[src/rtl/button_conditioner.sv]
// button_conditioner: synchronises, debounces and edge-detects the scoreboard
// up/down push-buttons, producing one clean pulse per accepted press.
// Presses that finish debouncing on the same edge cancel each other.
module button_conditioner #(
  parameter int unsigned DEBOUNCE_CYCLES = 10000
) (
  input  logic clk_i,
  input  logic rst_n_i,
  input  logic btn_up_i,
  input  logic btn_down_i,
  output logic up_o,
  output logic down_o,
  output logic up_held_o,
  output logic down_held_o
);

  localparam int unsigned CNT_W = $clog2(DEBOUNCE_CYCLES + 1);
  localparam logic [CNT_W-1:0] CNT_TERM = CNT_W'(DEBOUNCE_CYCLES);

  // Held level is the top state bit: PRESSED and RELEASE_PENDING both have it set.
  typedef enum logic [1:0] {
    RELEASED        = 2'b00,
    PRESS_PENDING   = 2'b01,
    PRESSED         = 2'b10,
    RELEASE_PENDING = 2'b11
  } state_e;

  // Channel 0 is the up button, channel 1 the down button.
  logic [1:0]       sync1_q, sync1_d;
  logic [1:0]       sync2_q, sync2_d;
  state_e           state_q [2];
  state_e           state_d [2];
  logic [CNT_W-1:0] cnt_q   [2];
  logic [CNT_W-1:0] cnt_d   [2];
  logic [CNT_W-1:0] cnt_inc [2];
  logic [1:0]       press_q, press_d;
  logic             up_q, up_d;
  logic             down_q, down_d;

  // Two-flop synchroniser chain for both raw buttons.
  always_comb begin
    sync1_d = {btn_down_i, btn_up_i};
    sync2_d = sync1_q;
  end

  // Per-channel debounce FSM; any disagreeing sample during a pending state restarts it.
  always_comb begin
    for (int ch = 0; ch < 2; ch++) begin
      state_d[ch] = state_q[ch];
      cnt_d[ch]   = cnt_q[ch];
      cnt_inc[ch] = cnt_q[ch] + CNT_W'(1);
      press_d[ch] = 1'b0;
      case (state_q[ch])
        RELEASED: begin
          if (sync2_q[ch]) begin
            state_d[ch] = PRESS_PENDING;
            cnt_d[ch]   = CNT_W'(1);
          end
        end
        PRESS_PENDING: begin
          if (!sync2_q[ch]) begin
            state_d[ch] = RELEASED;
            cnt_d[ch]   = '0;
          end else if (cnt_inc[ch] == CNT_TERM) begin
            state_d[ch] = PRESSED;
            cnt_d[ch]   = '0;
            press_d[ch] = 1'b1;
          end else begin
            cnt_d[ch]   = cnt_inc[ch];
          end
        end
        PRESSED: begin
          if (!sync2_q[ch]) begin
            state_d[ch] = RELEASE_PENDING;
            cnt_d[ch]   = CNT_W'(1);
          end
        end
        RELEASE_PENDING: begin
          if (sync2_q[ch]) begin
            state_d[ch] = PRESSED;
            cnt_d[ch]   = '0;
          end else if (cnt_inc[ch] == CNT_TERM) begin
            state_d[ch] = RELEASED;
            cnt_d[ch]   = '0;
          end else begin
            cnt_d[ch]   = cnt_inc[ch];
          end
        end
        default: begin
          state_d[ch] = RELEASED;
          cnt_d[ch]   = '0;
        end
      endcase
    end
  end

  // Pulse generation: a press coinciding with the other button's press is dropped.
  always_comb begin
    up_d   = press_q[0] & ~press_q[1];
    down_d = press_q[1] & ~press_q[0];
  end

  // All state registers, cleared immediately by the asynchronous reset.
  always_ff @(posedge clk_i or negedge rst_n_i) begin
    if (!rst_n_i) begin
      sync1_q <= '0;
      sync2_q <= '0;
      for (int ch = 0; ch < 2; ch++) begin
        state_q[ch] <= RELEASED;
        cnt_q[ch]   <= '0;
      end
      press_q <= '0;
      up_q    <= 1'b0;
      down_q  <= 1'b0;
    end else begin
      sync1_q <= sync1_d;
      sync2_q <= sync2_d;
      for (int ch = 0; ch < 2; ch++) begin
        state_q[ch] <= state_d[ch];
        cnt_q[ch]   <= cnt_d[ch];
      end
      press_q <= press_d;
      up_q    <= up_d;
      down_q  <= down_d;
    end
  end

  assign up_o        = up_q;
  assign down_o      = down_q;
  assign up_held_o   = state_q[0][1];
  assign down_held_o = state_q[1][1];

endmodule

[config.mk]
export PLATFORM = sky130hd
export DESIGN_NAME = button_conditioner
export DESIGN_NICKNAME = d
export VERILOG_FILES = /design/src/rtl/button_conditioner.sv
export SDC_FILE = /design/constraint.sdc
export NUM_CORES = 1
export LEC_CHECK = 0
export BUFFER_PORTS_ARGS = -buffer_cell sky130_fd_sc_hd__buf_4
export CAP_MARGIN = 20
export CORE_UTILIZATION = 34
export CTS_BUF_LIST = sky130_fd_sc_hd__clkbuf_4 sky130_fd_sc_hd__clkbuf_8
export DETAILED_ROUTE_END_ITERATION = 8
export PLACE_DENSITY = 0.59
export SYNTH_ARGS = -nofsm -noshare
export SYNTH_HDL_FRONTEND = slang
export SYNTH_SLANG_ARGS = --single-unit
export TNS_END_PERCENT = 10
[constraint.sdc]
create_clock -name clk_i -period 2.7 [get_ports clk_i]
set_input_delay 0.81 -clock clk_i [delete_from_list [all_inputs] [get_ports clk_i]]
set_output_delay 0.81 -clock clk_i [all_outputs]
set_load 0.05 [all_outputs]
==> results of run 1 <==
==> logic make-up after synthesis <==
group	count (synthesis)	share of synthesized area
xor gates and xnor gates	9	0.0363
buffers and inverters	13	0.0271
muxes	4	0.0196
and+or+nand+nor	113	0.278
adders and majority gates	2	0.0115
DFF	40	0.461
AOI/OAI and AO/OA	56	0.167
==> power by group <==
group | internal (mW) | total (mW) | leakage [nW] | switching [mW]
Combinational | 0.0264 | 0.0737 | 0.426 | 0.0473
Clock | 0.279 | 0.506 | 0.0583 | 0.228
Sequential | 0.614 | 0.631 | 0.538 | 0.0167
Total | 0.919 | 1.21 | 1.02 | 0.292
==> path summary, 6_finish.rpt <==
| path | endpoint | depth (start not counted) | startpoint |
|---|---|---|---|
| max in group asynchronous | cnt_q[26]$_DFFE_PN0P_ | 1 | rst_n_i |
| hold reg to reg | sync2_q[0]$_DFF_PN0_ | 0 | sync1_q[0]$_DFF_PN0_ |
| setup / recovery | register | 7 | cnt_q[14]$_DFFE_PN0P_ |
| setup reg to reg | register | 7 | cnt_q[14]$_DFFE_PN0P_ |
| hold / removal | sync2_q[0]$_DFF_PN0_ | 0 | sync1_q[0]$_DFF_PN0_ |
| min in group asynchronous | cnt_q[8]$_DFFE_PN0P_ | 1 | rst_n_i |
==> layer usage <==
layer	routed length, um	track usage
met1	2210	0.202
met2	1980	0.226
met3	110	0.0356
met4	57	0.0544
met5	0	0
==> area by class of cell <==
type,instances,area (um2)
Fill cell,606,3610
Multi-Input combinational cell,184,1110
Sequential cell,40,1000
Tap cell,75,93.8
Timing Repair Buffer,10,75.1
Clock buffer,5,68.8
Clock inverter,3,47.5
Inverter,5,18.8
==> layout by cell type (no fill, tap or decap), drive strengths merged, types with 2 or more instances in the layout <==
cell	count
xor2	4
a22o	6
o211ai	2
clkbuf	5
inv	5
buf	10
nor4	6
nand2	35
or2	2
or4	3
o21a	3
and2	5
mux2	2
mux2i	2
nand3	13
o31ai	2
o21ai	20
nor3	10
xnor2	5
ha	2
and3	4
a21oi	8
or3	5
dfrtp	40
nand4	4
nor2b	3
clkinv	2
a31oi	4
nor2	16
nand2b	3
==> metrics by stage <==
step	setup WS, ps	instance area (um2)	std cells	util
6_report	270	2420	322	0.401
4_1_cts	244	2420	322	0.401
2_1_floorplan	292	2170	237	-
5_1_grt	59.7	2420	322	0.401
3_5_place_dp	263	2300	314	0.382
3_3_place_gp	304	2300	314	0.382
==> registers in the layout, summed over array words and instances, names as in the netlist, named ones only <==
signal and count:
press_q 2, down_o 1, sync1_q 2, state_q 2
sync2_q 2, up_o 1, cnt_q 28
==> results.ini, run 1 <==
[synth]
synth-edff-count=0
ys_types=51
synth_area_um2=2170
avgSynthCellArea_um2=9.17
netlist_top_cells_count=40 x dfrtp_1, 35 x nand2_1, 20 x o21ai_0
yosysSeqAreaShare=0.461
synth.top_cell.area_share=0.461
yosysMostFrequentCell=dfrtp_1
synthTopCellsByArea=dfrtp_1 46%, nand2_1 6.0%, o21ai_0 4.6%
ys_ff_latch=40
yosysWarnings=0
synth_nets=243
yosysTopAreaCell=dfrtp_1
yosys_most_used_dff=dfrtp_1
syn_inst=237
synthArstFlopShare=1.00

[clock_network]
clock_path_buffers=2
cts_htree_levels=2
cts_tree=built
clk_latency_ps=300
cts-root-buf=clkbuf_8
holdBufCountCts=0
clkTransAtPathRegs_ps=90
numCtsBuffers=5
cts_sinks=40
cts.repair.resized=0
post_cts.repair.setup_buffers=0

[die]
coreArea_um2=6030
ioPinCount=8
die_x_um=82.0
start_util=0.361
dieArea_um2=6720
die_h_um=82.0
rows=28

[critical_path]
r2r_slack_ps=270
cp-end-kind=register
path_cells=ha_1 -> and2_1 -> or3_1 -> a211oi_1 -> o22ai_1 -> or3_1 -> mux2_2
cp.required_ps=2890
critPathLaunchType=register
critPathBufInv=0
cp_slowest_cell=or3_1
critPathTopFamily=simple AND/OR/NAND/NOR gates
arrival_ps=2620
cpMostUsedCell=or3_1
path_class=reg -> reg
slowest_delay_ps=430
critPathMaxFanout=5

[timing]
finalHoldViolCount=0
period_minus_slack_ps=2430
slew_violations=0
tns_ps=0
max_freq_mhz=412
tightest_slew_ps=877
fin_crit_sh=0.900
setup_violations=0
timing.hold.ws_ps=358
finClkSkew_ps=9.48
slew-limit-headroom=0.413
rsz0062_at_grt=false

[layout]
drive_gt1_frac=0.117
nets=252
area_growth_pct=11.3
n_antenna_cell=0

[grt]
track_usage=0.148
grt_overflow=0
antenna_found_initial=0
grt_pass1_wl_um=7520
grt_max_degree=41
grt_pass1_vias=1589

[pwr]
power.total_mw=1.21
power_density_nw_per_um2=501
vdd.ir_drop.worst_mv=0.298
p_leak_nw=1.02

[outcome]
status=complete, no violations

[min_path]
hp-class=reg -> reg

[routing]
wl_per_cell_um=13.5
firstDrtPassIters=4
route.detailed.drc=0
viasPerCell=5.39
drtAntennaViolNets=0
vias=1735
routed_wl_um=4350
drt_iter0_markers=73

[place]
dpl.hpwl_um=3030
port_buffers=7
gp_congestion=0.878

[run]
maxCapViolCount=0

Power figures use the tool's default switching activity.
==> run 2: changes to the inputs <==
--- a/config.mk
+++ b/config.mk
@@ -11,6 +11,7 @@
 export CTS_BUF_LIST = sky130_fd_sc_hd__clkbuf_4 sky130_fd_sc_hd__clkbuf_8
 export DETAILED_ROUTE_END_ITERATION = 8
 export PLACE_DENSITY = 0.59
+export REMOVE_ABC_BUFFERS = 1
 export SYNTH_ARGS = -nofsm -noshare
 export SYNTH_HDL_FRONTEND = slang
 export SYNTH_SLANG_ARGS = --single-unit
==> results.ini, run 2 (synthesis gave the netlist of run 1 again) <==
[outcome]
status=complete, no violations

[die]
coreArea_um2=6030  ; unchanged
die_x_um=82.0  ; unchanged
dieArea_um2=6720  ; unchanged
rows=28  ; unchanged
start_util=0.361  ; unchanged
ioPinCount=8  ; unchanged
die_h_um=82.0  ; unchanged

[routing]
viasPerCell=5.38  ; about the same
vias=1750  ; +0.86%
drtAntennaViolNets=0  ; unchanged
wl_per_cell_um=13.7  ; +1.7%
drt_iter0_markers=161  ; +120%
routed_wl_um=4460  ; +2.6%
route.detailed.drc=0  ; unchanged
firstDrtPassIters=4  ; unchanged

[critical_path]
r2r.worst_path.cells=7  ; unchanged
cp.required_ps=2880  ; about the same
critPathMaxFanout=5  ; unchanged
cp_slowest_cell=dfrtp_1
arrival_ps=2670  ; +50 ps
critPathBufInv=0  ; unchanged
slowest_delay_ps=430  ; about the same
cp-end-kind=register
critPathTopFamily=simple AND/OR/NAND/NOR gates
cpMostUsedCell=or3_1
path_cells=ha_1 -> and2_1 -> or3_1 -> a211oi_1 -> o22ai_1 -> or3_1 -> mux2_2
path_class=reg -> reg
critPathLaunchType=register
path_depth=7  ; unchanged

[timing]
setup_violations=0  ; unchanged
rsz0062_at_grt=false
fin_crit_sh=0.923  ; +0.0234
slew-limit-headroom=0.598  ; +0.185
tns_ps=0  ; unchanged
finalHoldViolCount=0  ; unchanged
period_minus_slack_ps=2490  ; +63.1 ps
max_freq_mhz=401  ; -2.5%
finClkSkew_ps=5.67  ; -3.81 ps
tightest_slew_ps=601  ; -276 ps
slew_violations=0  ; unchanged

[grt]
grt_max_degree=41  ; unchanged
grt_pass1_wl_um=7900  ; +5.0%
grt_overflow=0  ; unchanged
track_usage=0.152  ; +0.00375
antenna_found_initial=0  ; unchanged
grt_pass1_vias=1615  ; +1.6%

[pwr]
vdd.ir_drop.worst_mv=0.345  ; +15%
power_density_nw_per_um2=498  ; -0.58%
p_leak_nw=1.03  ; +1.1%

[clock_network]
cts_sinks=40  ; unchanged
clock_path_buffers=2  ; unchanged
cts_htree_levels=2  ; unchanged
cts_tree=built
cts-root-buf=clkbuf_8
numCtsBuffers=5  ; unchanged
holdBufCountCts=0  ; unchanged
cts.repair.resized=0  ; unchanged
post_cts.repair.setup_buffers=0  ; unchanged
clk_latency_ps=290  ; about the same
clkTransAtPathRegs_ps=90  ; about the same

[place]
dpl.hpwl_um=3040  ; +0.52%
place_area_um2=2320  ; +0.98%
port_buffers=7  ; unchanged
gp_congestion=0.846  ; -3.6%

[layout]
n_antenna_cell=0  ; unchanged
layout_common_cells=40 x dfrtp_1, 35 x nand2_1, 20 x o21ai_0, 15 x nor2_1
drive_gt1_frac=0.128  ; +0.0106
area_growth_pct=12.3
largest_reg_flops=28  ; unchanged
fin_util=0.405  ; +0.00353
fin_area_um2=2440  ; +0.88%
nets=255  ; +1.2%
regMostFlops=cnt_q
layout_commonest_cell=dfrtp_1

[min_path]
hold_depth=0  ; unchanged
hp-class=reg -> reg

[run]
maxCapViolCount=0  ; unchanged

-- run 2: changes by cell type in the layout (fill, tap and decap cells not counted), sizes merged --
cell	before	now
inv	5	6
clkinv	2	0
buf	10	13
clkinvlp	0	1
-- run 2: path summary, 6_finish.rpt --
path | to | from | slack [ps]
max reg2reg | register | cnt_q[14]$_DFFE_PN0P_ | 210
min reg2reg | sync2_q[1]$_DFF_PN0_ | sync1_q[1]$_DFF_PN0_ | 360
min in group asynchronous | cnt_q[13]$_DFFE_PN0P_ | rst_n_i | 480
max | register | cnt_q[14]$_DFFE_PN0P_ | 210
min | sync2_q[1]$_DFF_PN0_ | sync1_q[1]$_DFF_PN0_ | 360
max in group asynchronous | cnt_q[11]$_DFFE_PN0P_ | rst_n_i | 1850
-- run 2: metrics by stage --
stage          power [mW]  instances  hold WS, ps  worst slack [ps]
2_1_floorplan       0.685        229          331               238
3_3_place_gp        0.718        317          336               290
3_5_place_dp        0.721        317          339               255
4_1_cts              1.23        325          360               230
5_1_grt              1.27        325          364              58.7
6_report             1.21        325          356               207
-- run 2: report_power, final --
part | leakage, nW | internal [mW] | switching [mW]
Sequential | 0.538 | 0.614 | 0.0174
Clock | 0.0548 | 0.279 | 0.228
Combinational | 0.440 | 0.0275 | 0.0487
Total | 1.03 | 0.921 | 0.294
-- run 2: cell type report --
class / count / area (um2)
multi-input cells: 184 / 1110
flip-flops and latches: 40 / 1000
clock inverters: 3 / 46.3
repair buffers: 13 / 97.6
clock buffers: 5 / 68.8
well taps: 75 / 93.8
fillers: 594 / 3590
inverters: 5 / 18.8
-- run 2: routing by layer --
metal,GRT usage,share of wire,routed length [um],vias to the layer above
li1,-,-,-,881
met1,0.229,0.52,2320,829
met2,0.217,0.44,1950,38
met3,0.0211,0.035,155,2
met4,0.0526,0.0076,34,0
met5,0,0,0,-
